--- src/rtl/elevator_scheduler.sv ---
// elevator_scheduler: four-floor SCAN elevator controller with latched calls and tick-paced travel/door timing.
// Optional emergency stop (estop port, HALT state) is enabled by defining ELEV_ESTOP_EN.
module elevator_scheduler #(
    parameter int MOVE_TICKS = 2,
    parameter int DOOR_TICKS = 3
) (
    input  logic       clk,
    input  logic       reset,
    input  logic       tick,
    input  logic [3:0] call_req,
`ifdef ELEV_ESTOP_EN
    input  logic       estop,
`endif
    output logic [1:0] curr_floor,
    output logic [3:0] pending,
    output logic       dir_up,
    output logic       moving,
    output logic       door_open
);
    localparam int MW = MOVE_TICKS > 1 ? $clog2(MOVE_TICKS) : 1;
    localparam int DW = DOOR_TICKS > 1 ? $clog2(DOOR_TICKS) : 1;

    typedef enum logic [1:0] {
        IDLE,
        MOVE,
        DOOR
`ifdef ELEV_ESTOP_EN
        , HALT
`endif
    } state_t;

    state_t        state;
    logic [MW-1:0] move_cnt;
    logic [DW-1:0] door_cnt;
    logic [3:0]    here;
    logic [3:0]    next_mask;
    logic [1:0]    next_floor;
    logic [3:0]    above;
    logic [3:0]    below;
    logic [3:0]    ahead;
    logic [3:0]    new_calls;
    logic          go_up;

    // SCAN helpers: floor masks, calls above/below the car, calls beyond the next floor, and calls to latch
    always_comb begin
        here       = 4'b0001 << curr_floor;
        next_floor = dir_up ? (curr_floor == 2'd3 ? 2'd3 : curr_floor + 2'd1)
                            : (curr_floor == 2'd0 ? 2'd0 : curr_floor - 2'd1);
        next_mask  = 4'b0001 << next_floor;
        above      = '0;
        below      = '0;
        ahead      = '0;
        for (int i = 0; i < 4; i++) begin
            above[i] = pending[i] && (i > int'(curr_floor));
            below[i] = pending[i] && (i < int'(curr_floor));
            ahead[i] = pending[i] && (dir_up ? (i > int'(next_floor)) : (i < int'(next_floor)));
        end
        go_up     = dir_up ? |above : ~|below;
        new_calls = (state == DOOR) ? (call_req & ~here) : call_req;
    end

    // Controller FSM: call latching every clk, state and counters advance on tick
    always_ff @(posedge clk) begin
        if (reset) begin
            state      <= IDLE;
            curr_floor <= 2'd0;
            pending    <= 4'b0000;
            dir_up     <= 1'b1;
            moving     <= 1'b0;
            door_open  <= 1'b0;
            move_cnt   <= '0;
            door_cnt   <= '0;
        end
`ifdef ELEV_ESTOP_EN
        else if (estop) begin
            state     <= HALT;
            moving    <= 1'b0;
            door_open <= 1'b0;
            pending   <= pending | call_req;
        end else if (state == HALT) begin
            state    <= IDLE;
            move_cnt <= '0;
            door_cnt <= '0;
            pending  <= pending | call_req;
        end
`endif
        else begin
            pending <= pending | new_calls;
            if (state == DOOR && |(call_req & here)) begin
                door_cnt <= '0;
            end else if (tick) begin
                case (state)
                    IDLE: begin
                        if (|(pending & here)) begin
                            state     <= DOOR;
                            door_open <= 1'b1;
                            door_cnt  <= '0;
                            pending   <= (pending | new_calls) & ~here;
                        end else if (|pending) begin
                            dir_up   <= go_up;
                            state    <= MOVE;
                            moving   <= 1'b1;
                            move_cnt <= '0;
                        end
                    end
                    MOVE: begin
                        if (move_cnt == MW'(MOVE_TICKS - 1)) begin
                            move_cnt   <= '0;
                            curr_floor <= next_floor;
                            if (|(pending & next_mask)) begin
                                state     <= DOOR;
                                moving    <= 1'b0;
                                door_open <= 1'b1;
                                door_cnt  <= '0;
                                pending   <= (pending | new_calls) & ~next_mask;
                            end else if (!(|ahead)) begin
                                state  <= IDLE;
                                moving <= 1'b0;
                            end
                        end else begin
                            move_cnt <= move_cnt + 1'b1;
                        end
                    end
                    DOOR: begin
                        if (door_cnt == DW'(DOOR_TICKS - 1)) begin
                            state     <= IDLE;
                            door_open <= 1'b0;
                            door_cnt  <= '0;
                        end else begin
                            door_cnt <= door_cnt + 1'b1;
                        end
                    end
                    default: begin
                        state     <= IDLE;
                        moving    <= 1'b0;
                        door_open <= 1'b0;
                    end
                endcase
            end
        end
    end
endmodule

--- config.mk ---
export PLATFORM = sky130hd
export DESIGN_NAME = elevator_scheduler
export DESIGN_NICKNAME = d
export VERILOG_FILES = /design/src/rtl/elevator_scheduler.sv
export SDC_FILE = /design/constraint.sdc
export NUM_CORES = 1
export LEC_CHECK = 0
export ABC_AREA = 0
export CAP_MARGIN = 20
export CORE_MARGIN = 2
export CORE_UTILIZATION = 53
export CTS_CLUSTER_SIZE = 16
export DETAILED_ROUTE_END_ITERATION = 8
export PLACE_DENSITY_LB_ADDON = 0.05
export SLEW_MARGIN = 20
export SYNTH_ARGS = -nofsm -noshare
export SYNTH_HDL_FRONTEND = slang
export SYNTH_SLANG_ARGS = --single-unit
--- constraint.sdc ---
create_clock -name clk -period 2.7 [get_ports clk]
set_input_delay 0.405 -clock clk [delete_from_list [all_inputs] [get_ports clk]]
set_output_delay 0.405 -clock clk [all_outputs]
set_load 0.02 [all_outputs]
==> results of run 1 <==
[per-stage QoR]
stage	instances	utilization [%]	area (um2)	setup slack, ps	total power, mW
finish	180	64.5	1240	714	0.582
global placement	176	62.6	1200	577	0.419
global route	180	64.5	1240	569	0.612
floorplan	145	-	1060	669	0.369
detailed placement	176	62.6	1200	564	0.421
CTS	180	64.5	1240	722	0.582
[per-layer routing]
| metal | wire length, um | part of all wire, % | GRT usage, % | vias up |
|---|---|---|---|---|
| met2 | 1220 | 46 | 37.9 | 40 |
| met5 | 0 | 0 | 0 | - |
| li1 | - | - | - | 555 |
| met3 | 140 | 5.3 | 4.01 | 6 |
| met4 | 34 | 1.3 | 9.05 | 0 |
| met1 | 1260 | 47 | 33.9 | 530 |
[worst max path at each step]
stage | endpoint | slack [ps] | cells past startpoint
2_1_floorplan | dir_up$_SDFFE_PP1P_ | 670 | 5
3_3_place_gp | state[1]$_SDFFE_PP0P_ | 580 | 6
3_5_place_dp | state[1]$_SDFFE_PP0P_ | 560 | 6
4_1_cts | dir_up$_SDFFE_PP1P_ | 720 | 4
5_1_grt | state[0]$_SDFFE_PP0P_ | 570 | 5
6_report | pending[0] | 710 | 1
[cells in the final DEF, fill, tap and decap left out, types with 2 or more instances in the layout]
cell,instances
clkdlybuf4s50_1,15
clkbuf_4,3
a221oi_1,2
dfxtp_1,14
o21ai_0,14
nand2b_1,4
nor3_1,11
nor3b_1,2
a21o_1,2
nand3_1,3
inv_1,5
a211oi_1,3
nand2_1,10
nor2b_1,4
or2_2,2
clkinv_1,2
nor2_1,11
nand4_1,2
a31oi_1,6
buf_4,2
o211ai_1,2
o32ai_1,2
mux4_2,2
a21oi_1,12
[cell type report]
type | count | area [um2]
clock buffers | 4 | 36.3
fillers | 169 | 683
inverters | 7 | 26.3
multi-input cells | 111 | 697
flip-flops and latches | 14 | 280
well taps | 27 | 33.8
repair buffers | 17 | 165
[registers in the layout (all words and copies together), names as in the netlist]
name	count
move_cnt	1
door_cnt	2
curr_floor	2
door_open	1
dir_up	1
moving	1
state	2
pending	4
[kinds of logic after synthesis]
logic type / after synthesis / share of synthesized area, %
AND/OR/NAND/NOR: 57 / 29.4
AO/OA/AOI/OAI: 51 / 31.1
buffers and inverters: 20 / 7.90
flip-flops: 14 / 26.4
multiplexers: 3 / 5.19
[where the power goes]
group | internal, mW | leakage, nW | switching (mW)
clock network | 0.0822 | 0.0210 | 0.0797
registers | 0.222 | 0.115 | 0.0387
logic | 0.0771 | 0.279 | 0.0821
==> flow_summary.json, run 1 <==
{
  "p_per_area_mw_per_mm2": 470,
  "synth_seq_cells": 14,
  "cts_num_sinks": 14,
  "ioPinCount": 16,
  "hp-start": "door_cnt[1]$_SDFFE_PP0P_",
  "skew_ps": 14.6,
  "finalWirelength_um": 2650,
  "syn_nets": 152,
  "worstSetupStartpoint": "pending[0]$_SDFF_PP0_",
  "place_hpwl_um": 1800,
  "worst_pin_slew_ps": 599,
  "core_area_mm2": 0.00192,
  "rsz0062_at_grt": "no",
  "postCtsSetupBuffers": 0,
  "grt_first_pass_wirelength_um": 4630,
  "maxCapViolCount": 0,
  "synth_edf_count": 0,
  "async_flop_share_pct": 0,
  "outcome": "finished clean",
  "fin_setup_tns_ps": 0,
  "drive_gt1_share_pct": 7.84,
  "numCtsBuffers": 3,
  "start_util_pct": 55.2,
  "dieWidth_um": 48.7,
  "cts_resized": 0,
  "crit_path_end_kind": "primary output",
  "r2r_start": "pending[3]$_SDFF_PP0_",
  "gr-total-overflow": 0,
  "grt_util_all_layers_pct": 24.3,
  "synth_top_cell_area_share_pct": 26.4,
  "timing.fmax_mhz": 504,
  "p_leak_nw": 0.415,
  "grt_pass1_vias": 1011,
  "path_class": "register to primary output",
  "via_per_inst": 6.28,
  "mappedNetlistArea_mm2": 0.00106,
  "arrival_ps": 1580,
  "cts_root_buf": "clkbuf_4",
  "route.detailed.drc": 0,
  "cts.reportedPaths.clkPinSlew_ps": 100,
  "ys_dominant_reg_cell": "dfxtp_1",
  "tritoncts": "built",
  "gp_congestion": 0.892,
  "rr_endpoint": "dir_up$_SDFFE_PP1P_",
  "synth.distinct_cells": 42,
  "fin_crit_ps": 1990,
  "cts.path.max_buffers": 2,
  "yosys_warnings": 0,
  "critPathSlowestCell": "clkdlybuf4s50_1",
  "cts_hold_buffers": 0,
  "required_ps": 2300,
  "r2r_setup_slack_ps": 720,
  "setup_viol": 0,
  "syn_to_final_growth_pct": 16.7,
  "drtAntennaViolNets": 0,
  "hold_path_class": "register to register",
  "synth.area.top_cells": "dfxtp_1 26%, o21ai_0 6.6%, a21oi_1 5.7%",
  "syn_area_per_cell_um2": 7.32,
  "cp.buffers_inverters": 1,
  "r2r_cells": 4,
  "seq_area_frac_synth_pct": 26.4,
  "min_to": "door_cnt[1]$_SDFFE_PP0P_",
  "synth_area_leader_cell": "dfxtp_1",
  "drt_iter0_drc": 40,
  "vias": 1131,
  "antenna_found_initial": 0,
  "drv_slew": 0,
  "portBuffers": 15,
  "dieArea_mm2": 0.00238,
  "avgRoutedWirePerCell_um": 14.7,
  "cp_max_fo": 13,
  "first_pass_iters": 4,
  "crit_chain": "clkdlybuf4s50_1",
  "min_period_over_period_pct": 73.6,
  "num-nets-final": 161,
  "path_delay_family": "buffers and inverters",
  "synth_common_cells": "14 x dfxtp_1, 14 x o21ai_0, 12 x a21oi_1",
  "grt_max_degree": 19,
  "fp.dieH_um": 48.7,
  "hold_slack_ps": 494,
  "cpPeakStageDelay_ps": 690,
  "hold_violations": 0,
  "vdd_drop_max_mv": 0.385,
  "cp-start-kind": "register",
  "rows": 16,
  "clk_latency_ps": 300,
  "hold_path_depth": 2,
  "antenna_cells": 0,
  "htree_levels": 1,
  "postSynthCellCount": 145,
  "relSlewSlack_pct": 59.9
}
No activity file was read; power rests on OpenSTA's default activity.
==> run 2, diff against run 1 <==
==> constraint.sdc (replaced) <==
create_clock -name clk -period 1.9 [get_ports clk]
set_input_delay 0.285 -clock clk [delete_from_list [all_inputs] [get_ports clk]]
set_output_delay 0.285 -clock clk [all_outputs]
set_load 0.02 [all_outputs]
==> run 2 against run 1 <==
Compared with the run above:
- critical path depth is 1 higher
- worst hold slack worse by 4.6 ps
- clock power is 41% higher
- core utilization is 8.6 points higher
- first-iteration DRC count is 60% higher
- setup slack worse by 660 ps
- combinational power is 94% higher
- cell area is 13% higher
==> flow_summary.json, run 2 (synthesis results as in run 1) <==
{
  "outcome": "finished clean",
  "largest-register": "pending",
  "route.detailed.drc": 0,
  "cp_max_fo": 7,
  "hp-start": "door_cnt[1]$_SDFFE_PP0P_",
  "path_class": "register to primary output",
  "p_switching_mw": 0.298,
  "fin_crit_ps": 1840,
  "rsz0062_at_grt": "yes",
  "start_util_pct": 55.2,
  "gp_congestion": 0.921,
  "fin_util_pct": 73.0,
  "relSlewSlack_pct": 71.4,
  "grt_first_pass_wirelength_um": 5020,
  "tritoncts": "built",
  "vdd_drop_max_mv": 0.452,
  "clockPowerShare_pct": 26.1,
  "place_hpwl_um": 2290,
  "timing.fmax_mhz": 542,
  "numCtsBuffers": 3,
  "finalWirelength_um": 3070,
  "setup_ws_ps": 55.8,
  "setup_viol": 0,
  "crit_path_end_kind": "primary output",
  "min_period_over_period_pct": 97.1,
  "avgRoutedWirePerCell_um": 15.2,
  "skew_ps": 1.49,
  "rows": 16,
  "vias": 1268,
  "p_per_area_mw_per_mm2": 625,
  "report.power.total_mw": 0.878,
  "largest_reg_flops": 4,
  "drv_slew": 0,
  "htree_levels": 1,
  "grt_max_degree": 12,
  "ioPinCount": 16,
  "worst_pin_slew_ps": 428,
  "pwr-share-seq_pct": 38.8,
  "hold_violations": 0,
  "clk_latency_ps": 290,
  "fillers": 159,
  "cts.reportedPaths.clkPinSlew_ps": 90,
  "via_per_inst": 6.28,
  "intPower_mw": 0.580,
  "first_pass_iters": 4,
  "dieWidth_um": 48.7,
  "fp.dieH_um": 48.7,
  "maxCapViolCount": 0,
  "grt_pass1_vias": 1103,
  "core_area_mm2": 0.00192,
  "cts_num_sinks": 14,
  "required_ps": 1620,
  "cp-start-kind": "register",
  "layout_common_cells": "24 x buf_4, 14 x o21ai_0, 14 x clkdlybuf4s50_1, 13 x dfxtp_1, 12 x a21oi_1",
  "drt_iter0_drc": 64,
  "worstSetupStartpoint": "pending[3]$_SDFF_PP0_",
  "antenna_cells": 0,
  "drtAntennaViolNets": 0,
  "hold_slack_ps": 489,
  "hold_path_class": "register to register",
  "dp_slack_ps": -92.7,
  "r2r_start": "pending[1]$_SDFF_PP0_",
  "portBuffers": 15,
  "cts.path.max_buffers": 2,
  "gr-total-overflow": 0,
  "p_leak_nw": 0.527,
  "drive_gt1_share_pct": 20.0,
  "final_common_cell": "buf_4",
  "antenna_found_initial": 0,
  "syn_to_final_growth_pct": 32.3,
  "arrival_ps": 1560,
  "p_comb_share_pct": 35.1,
  "r2r_setup_slack_ps": 100,
  "cts_root_buf": "clkbuf_4",
  "dieArea_mm2": 0.00238,
  "num-nets-final": 183,
  "swShare_pct": 34.0,
  "grt_util_all_layers_pct": 27.3
}
[run 2: what timing repair did]
action                                 in CTS  in global routing
setup endpoints to repair                   1                  3
hold buffers                                0                  0
endpoints found under the hold margin       0                  0
setup buffers                               0                  0
gates resized for setup                     1                  0
[run 2: area by class of cell]
cell class                 count  area [um2]  share of cell area, %
tap                           27        33.8                   2.41
inverter                       7        26.3                   1.87
clock buffer                   4        36.3                   2.58
timing repair buffer          39         329                   23.4
multi-input combinational    111         697                   49.6
sequential                    14         282                   20.1
[run 2: metrics by stage]
stage | TNS, ps | cell area, um2 | std cells
2_1_floorplan | 0 | 1060 | 145
3_3_place_gp | -91.7 | 1370 | 198
3_5_place_dp | -228 | 1370 | 198
4_1_cts | 0 | 1400 | 202
5_1_grt | -110 | 1400 | 202
6_report | 0 | 1400 | 202
[run 2: metal layers]
metal  wire length (um)  share of wire, %  vias to the layer above  GRT usage [%]
li1                   -                 -                      603              -
met1               1330                43                      587           36.3
met2               1420                46                       65           42.7
met3                220               7.2                       13           4.32
met4                 96               3.1                        0           14.3
met5                  0                 0                        -              0
[run 2: final timing paths]
kind | to | cells after the start
hold / removal | door_cnt[1]$_SDFFE_PP0P_ | 2
hold reg to reg | door_cnt[1]$_SDFFE_PP0P_ | 2
setup reg to reg | dir_up$_SDFFE_PP1P_ | 6
setup / recovery | pending[3] | 2
[run 2: worst max-delay path, cell delays in order, from the launching register on]
cell             delay [ps]
dfxtp_1                 470
buf_4                   200
clkdlybuf4s50_1         600
[run 2: power by group through the flow]
stage               Sequential, mW  Clock, mW  Combinational (mW)
CTS                          0.340      0.230               0.304
detailed placement           0.347          0               0.302
global placement             0.345          0               0.296
floorplan                    0.358          0               0.166
finish                       0.340      0.229               0.308
global route                 0.344      0.243               0.331
